File: config.mk
export PLATFORM = sky130hd
export DESIGN_NAME = fifo_rd_packer
export DESIGN_NICKNAME = d
export VERILOG_FILES = /design/src/rtl/fifo_pkg.sv /design/src/rtl/fifo_rd_packer.sv
export SDC_FILE = /design/constraint.sdc
export NUM_CORES = 1
export LEC_CHECK = 0
export ABC_AREA = 0
export BUFFER_PORTS_ARGS = -buffer_cell sky130_fd_sc_hd__buf_2
export CAP_MARGIN = 30
export CELL_PAD_IN_SITES_DETAIL_PLACEMENT = 0
export CELL_PAD_IN_SITES_GLOBAL_PLACEMENT = 1
export CORE_MARGIN = 10
export CORE_UTILIZATION = 35
export DETAILED_ROUTE_END_ITERATION = 7
export GPL_TIMING_DRIVEN = 0
export MAX_ROUTING_LAYER = met4
export PLACE_DENSITY = 0.73
export SLEW_MARGIN = 15
export SYNTH_ARGS = -nofsm -noshare
export SYNTH_HDL_FRONTEND = slang
export SYNTH_SLANG_ARGS = --single-unit
export TNS_END_PERCENT = 30
File: constraint.sdc
create_clock -name rclk -period 1.85 [get_ports rclk]
set_input_delay 0.37 -clock rclk [delete_from_list [all_inputs] [get_ports rclk]]
set_output_delay 0.37 -clock rclk [all_outputs]
set_load 0.03 [all_outputs]
File: src/rtl/fifo_pkg.sv
// fifo_pkg: shared packer state type and default sizing
package fifo_pkg;
  localparam int DATA_WIDTH_DEF = 8;
  localparam int PACK_DEF = 4;
  typedef enum logic {FILL, HOLD} state_t;
endpackage

File: src/rtl/fifo_rd_packer.sv
// fifo_rd_packer: packs PACK fifo read entries into one wide output word, with flush of partial words
module fifo_rd_packer
  import fifo_pkg::*;
#(
  parameter int DATA_WIDTH = DATA_WIDTH_DEF,
  parameter int PACK = PACK_DEF
) (
  input  logic                       rclk,
  input  logic                       rrst,
  input  logic                       empty,
  input  logic [DATA_WIDTH-1:0]      fifo_data,
  output logic                       r_en,
  input  logic                       flush,
  output logic                       m_valid,
  input  logic                       m_ready,
  output logic [PACK*DATA_WIDTH-1:0] m_data,
  output logic [PACK-1:0]            m_keep,
  output logic [15:0]                word_cnt
);
  localparam int CW = $clog2(PACK + 1);
  state_t state, state_nx;
  logic [CW-1:0] byte_cnt;
  logic inflight, flush_pend, flush_go, last, fill_done;
  logic [DATA_WIDTH-1:0] lanes [PACK];
  always_comb begin
    m_data = '0;
    m_keep = '0;
    last = inflight && (byte_cnt == CW'(PACK - 1));
    flush_go = flush_pend && !inflight && (byte_cnt != '0);
    state_nx = (state == HOLD) ? (m_ready ? FILL : HOLD) : ((last || flush_go) ? HOLD : FILL);
    fill_done = (state == FILL) && ((state_nx == HOLD) || ((byte_cnt == '0) && !inflight));
    r_en = !rrst && (state == FILL) && !flush_pend && !empty && ((int'(byte_cnt) + int'(inflight)) < PACK);
    m_valid = (state == HOLD);
    for (int i = 0; i < PACK; i++) begin
      m_data[i*DATA_WIDTH +: DATA_WIDTH] = m_valid ? lanes[i] : '0;
      m_keep[i] = m_valid && (CW'(i) < byte_cnt);
    end
  end
  always_ff @(posedge rclk) begin
    if (rrst) begin
      state <= FILL;
      byte_cnt <= '0;
      inflight <= 1'b0;
      flush_pend <= 1'b0;
      word_cnt <= '0;
      for (int i = 0; i < PACK; i++) lanes[i] <= '0;
    end else begin
      state <= state_nx;
      inflight <= r_en;
      flush_pend <= flush || (flush_pend && !fill_done);
      if (m_valid && m_ready) begin
        byte_cnt <= '0;
        word_cnt <= word_cnt + 16'd1;
        for (int i = 0; i < PACK; i++) lanes[i] <= '0;
      end else if (inflight) begin
        byte_cnt <= byte_cnt + CW'(1);
        for (int i = 0; i < PACK; i++) if (byte_cnt == CW'(i)) lanes[i] <= fifo_data;
      end
    end
  end
endmodule

* Yosys cells after proc, flatten, opt, wreduce, memory -nomap -nowiden
Memories as Yosys holds them, arrays and structs flattened.
Index checks and enable logic that the tools add are counted.
** Storage, ports and cells
- Word-level logic and storage cells :: 92
- Register bits :: 22
- Memories :: 1
- RAM bits :: 32
** Memory list
- lanes :: depth 4, bits a word 8, rd ports 4, clocked after Yosys merged registers in 0, wr ports 4, line fifo_rd_packer.sv:24 : logic [DATA_WIDTH-1:0] lanes [PACK];
** Cells by class
- $add $sub $neg :: 3
- Equal/unequal tests :: 3
- Muxes and demuxes :: 40
- Reduce and logical (&&, ||, !) cells :: 26
- Bitwise operators :: 9
- Order comparisons :: 5
** Operators by type and width (count)
- 8-bit 2-to-1 mux :: 12
- 1-bit 2-to-1 mux :: 28
- 16-bit by 1-bit adder with 16-bit output (second input constant) :: 1
- 1-bit logical AND :: 15
- 1-bit OR :: 8
- 3-bit by 2-bit equality test with 1-bit output (second input constant) :: 2
- 1-bit by 3-bit less-than comparator with 1-bit output (first input constant) :: 2
- 2-bit by 3-bit less-than comparator with 1-bit output (first input constant) :: 2
- 1-bit zero test :: 5
- 3-bit by 1-bit adder with 4-bit output :: 1
- 4-bit by 3-bit less-than comparator with 1-bit output (second input constant) :: 1
- 3-bit by 1-bit adder with 3-bit output (second input constant) :: 1
- 3-bit by 1-bit equality test with 1-bit output (second input constant) :: 1
- 3-bit zero test :: 1
- 1-bit logical OR :: 3
- 3-bit nonzero test :: 1
- 2-bit OR reduction :: 1
- 1-bit NOT :: 1

* Longest topological paths before layout
- Depth in word-level cells :: 11
- Depth in mapped cells :: 6

* Least setup slack after synthesis
OpenSTA, ideal clock, no wires.
- Kind :: reg2out
- Start :: register inflight
- End :: output port r_en
- Path slack :: -0.169 ns
- Cell stages (with the launch flop) :: 6
- Data arrival time :: 1.649 ns
- Required time :: 1.480 ns
- Path through :: dfxtp_1 > clkbuf_1 > nor2b_1 > and3_1 > clkbuf_1 > nor3_1
** Between the ends
- Word-level cells in the longest chain between the ends :: 3
** RTL lines
- start, declared :: line fifo_rd_packer.sv:23 : logic inflight, flush_pend, flush_go, last, fill_done;
- start signal, assigned :: line fifo_rd_packer.sv:49 : inflight <= r_en;
- 3-bit by 1-bit adder with 4-bit output :: line fifo_rd_packer.sv:32 : r_en = !rrst && (state == FILL) && !flush_pend && !empty && ((int'(byte_cnt) + int'(inflight)) < PACK);
- 4-bit by 3-bit less-than comparator with 1-bit output :: line fifo_rd_packer.sv:32
- 1-bit logical AND :: line fifo_rd_packer.sv:32
- end, declared :: line fifo_rd_packer.sv:12 : output logic r_en,
Every way passes these cells.

* Final worst setup path
- Start :: register flush_pend
- End :: output port r_en
** Between the ends
- Word-level cells in the longest chain between the ends :: 4
** RTL lines
- start, declared :: line fifo_rd_packer.sv:23
- start signal, assigned :: line fifo_rd_packer.sv:50 : flush_pend <= flush || (flush_pend && !fill_done);
- 1-bit zero test :: line fifo_rd_packer.sv:32
- 1-bit logical AND (3 in a row) :: line fifo_rd_packer.sv:32
Every way passes these cells.

==> results.yml <==
yosys:
  synth_xor_area_frac: 0.04568
  syn_area_um2: 2492
  synthesis.nets: 273
  ys_ff_latch: 54
  muxShareOfSynthArea: 0.004016
  postSynthCellCount: 256
  synthAdderAreaFrac: 0.02008
  synth.area.top_cells: "edfxtp_1, dfxtp_1, and2_1"
  ys_types: 36
  synthSimpleGateAreaFrac: 0.3097
  synth.largest_area_cell: "edfxtp_1"
  syn_area_per_cell_um2: 9.736
  yosysWarnings: 0
  synth-compound-area-share: 0.05723
  synth_top_family_by_area: "simple AND/OR/NAND/NOR gates"
  yosysSeqAreaShare: 0.5301
  synth_top_area_share: 0.2892
sta:
  final.setup.tns_ns: 0
  finClkSkew_ns: 0.008896
  layout_setup_ws_ns: 0.01025
  hold_viol_final: 0
  setup_viol: 0
  period_minus_slack_ns: 1.840
  max_freq_mhz: 543.6
  worst_pin_slew_ns: 0.6390
  slew_viol_final: 0
  maxSlewHeadroom: 0.5707
  fin_crit_sh: 0.9945
  rsz0062_at_grt: "yes"
critical_path:
  cp_max_fo: 3
  worstPathRequired_ns: 1.48
  critPathLaunchType: "register"
  worstSetupPathType: "reg -> out"
  cp.arrival_ns: 1.47
  critPathCaptureType: "primary output"
floorplanning:
  initial_core_util: 0.3628
  rows: 30
  ios: 67
  core-area_um2: 6869
  chipWidth_um: 104.4
  die_area_um2: 10900
  die_y_um: 104.4
clock_tree:
  cts_buffers: 5
  cts_buffer_depth: 2
  worstSkewPairLatency_ns: 0.31
  clock-sinks: 54
  cts.htree.levels: 2
  cts_hold_buf: 0
  ctsRootBufferMaster: "clkbuf_8"
  cts_tree: "built"
  cts.reportedPaths.clkPinSlew_ns: 0.09
grt:
  grt_pass1_vias: 1995
  grt_overflow: 0
  met1_usage: 0.1349
  grt_start_max_net_pins: 18
  grt_pass1_wl_mm: 9.949
  antenna_found_initial: 0
  met2_usage: 0.1813
  grtUsageTotal: 0.1130
  grtUsageMet3: 0.02602
  grt.busiest_layer: "met2"
detailed_routing:
  first_pass_iters: 4
  drc: 0
  drtIter0Drc: 106
  wl_per_cell_um: 14.26
  ant_nets: 0
  routed_wl_mm: 6.105
  vias_per_cell: 4.572
  vias: 1957
finish:
  layout-area-overhead-vs-synth_pct: 26.00
  drive_above_1_share: 0.3072
  final_common_cell: "buf_2"
  fin_cells: 428
  fillCellCount: 702
  fin_nets: 348
  design_area_um2: 3141
  antenna_cells: 0
  final_cell_mix: "buf_2, and2_1, dfxtp_1, edfxtp_1, nand2_1"
placed_design:
  port_buffers: 66
  dpl_worst_slack_ns: -0.2880
  placedCellCount: 418
  dp_hpwl_mm: 4.722
  placed_area_um2: 2949
  gp_congestion: 0.7552
power_and_ir_drop:
  irDropWorstVdd_v: 0.0002926
  powerDensity_nw_per_um2: 720.4
  p_leak_nw: 1.377
run_status:
  status: "finished clean"
flow_run:
  maxCapViolCount: 0
worst_hold_path:
  hold_class: "in -> reg"
registers in the layout (all words and copies together) (netlist names):
name and cells:
word_cnt 16, byte_cnt 3, flush_pend 1, lanes 32
inflight 1, m_valid 1
Yosys cell counts:
cell	n
a31o_2	2
nor3_1	8
a21oi_1	14
o21a_1	1
o41ai_1	1
a21o_1	2
nor2b_1	3
or3_1	1
buf_1	1
o31a_1	1
nor3b_1	1
nand2_1	23
nor4_1	4
xnor2_1	9
dfxtp_1	30
or3b_1	1
nand3_1	9
o21ai_0	1
nor2_1	20
and3_1	9
edfxtp_1	24
o21ba_2	1
or4_1	1
clkbuf_2	1
nand4_1	5
and2_1	50
nand2b_1	2
mux2i_1	1
inv_1	7
nand4b_1	1
and4_1	1
buf_2	2
xor2_1	4
ha_1	4
nand4_4	1
clkbuf_1	10
cells by family after synthesis:
family                     Yosys count
adders and majority gates            4
AOI/OAI and AO/OA                   23
muxes                                1
xor gates and xnor gates            13
DFF                                 54
buffers and inverters               21
and+or+nand+nor                    140
per-stage QoR:
step                      power [mW]  hold slack (ns)    util
final                          2.262           0.2816  0.4572
after global routing           2.350           0.3300  0.4572
after CTS                      2.279           0.2677  0.4497
after detailed placement       1.486           0.4446  0.4293
after global placement         1.482           0.4388  0.4293
after floorplan                1.419           0.4317       -
layer usage:
layer / vias up / share of wire
met5: - / 0
met4: 0 / 0.014
met3: 5 / 0.037
met2: 43 / 0.47
met1: 890 / 0.48
li1: 1019 / -
layout make-up:
| cell class | count | area (um2) | area share |
|---|---|---|---|
| buffer | 13 | 67.56 | 0.02151 |
| clock buffer | 5 | 68.82 | 0.02191 |
| clock inverter | 3 | 45.04 | 0.01434 |
| inverter | 7 | 26.28 | 0.008367 |
| multi-input combinational | 181 | 1117 | 0.3558 |
| sequential | 54 | 1336 | 0.4255 |
| tap | 96 | 120.1 | 0.03825 |
| timing repair buffer | 69 | 359.1 | 0.1143 |
critical path, stage by stage (launching register included):
cell	delay (ns)
dfxtp_2	0.34
or4_4	0.50
nor3_4	0.18
buf_6	0.15
power breakdown:
group	total, mW	internal (mW)	leakage, nW	switching (mW)
clock	0.799	0.403	0.0504	0.397
sequential	1.30	1.28	0.496	0.0195
combinational	0.163	0.0549	0.831	0.108
worst paths after layout:
kind                from      endpoint  slack, ns  cells past startpoint
max           flush_pend          r_en       0.01                      3
min reg2reg  lanes[2][4]   lanes[2][4]       0.46                      2
max reg2reg  word_cnt[2]  word_cnt[14]       0.13                      5
min                flush    flush_pend       0.28                      3
repair_timing:
action	CTS	global route
buffers inserted	0	3
gates cloned	0	0
endpoints found under the setup margin	37	32
gates resized for setup	14	12
pin swaps	0	2
No activity file was read; power rests on OpenSTA's default activity.
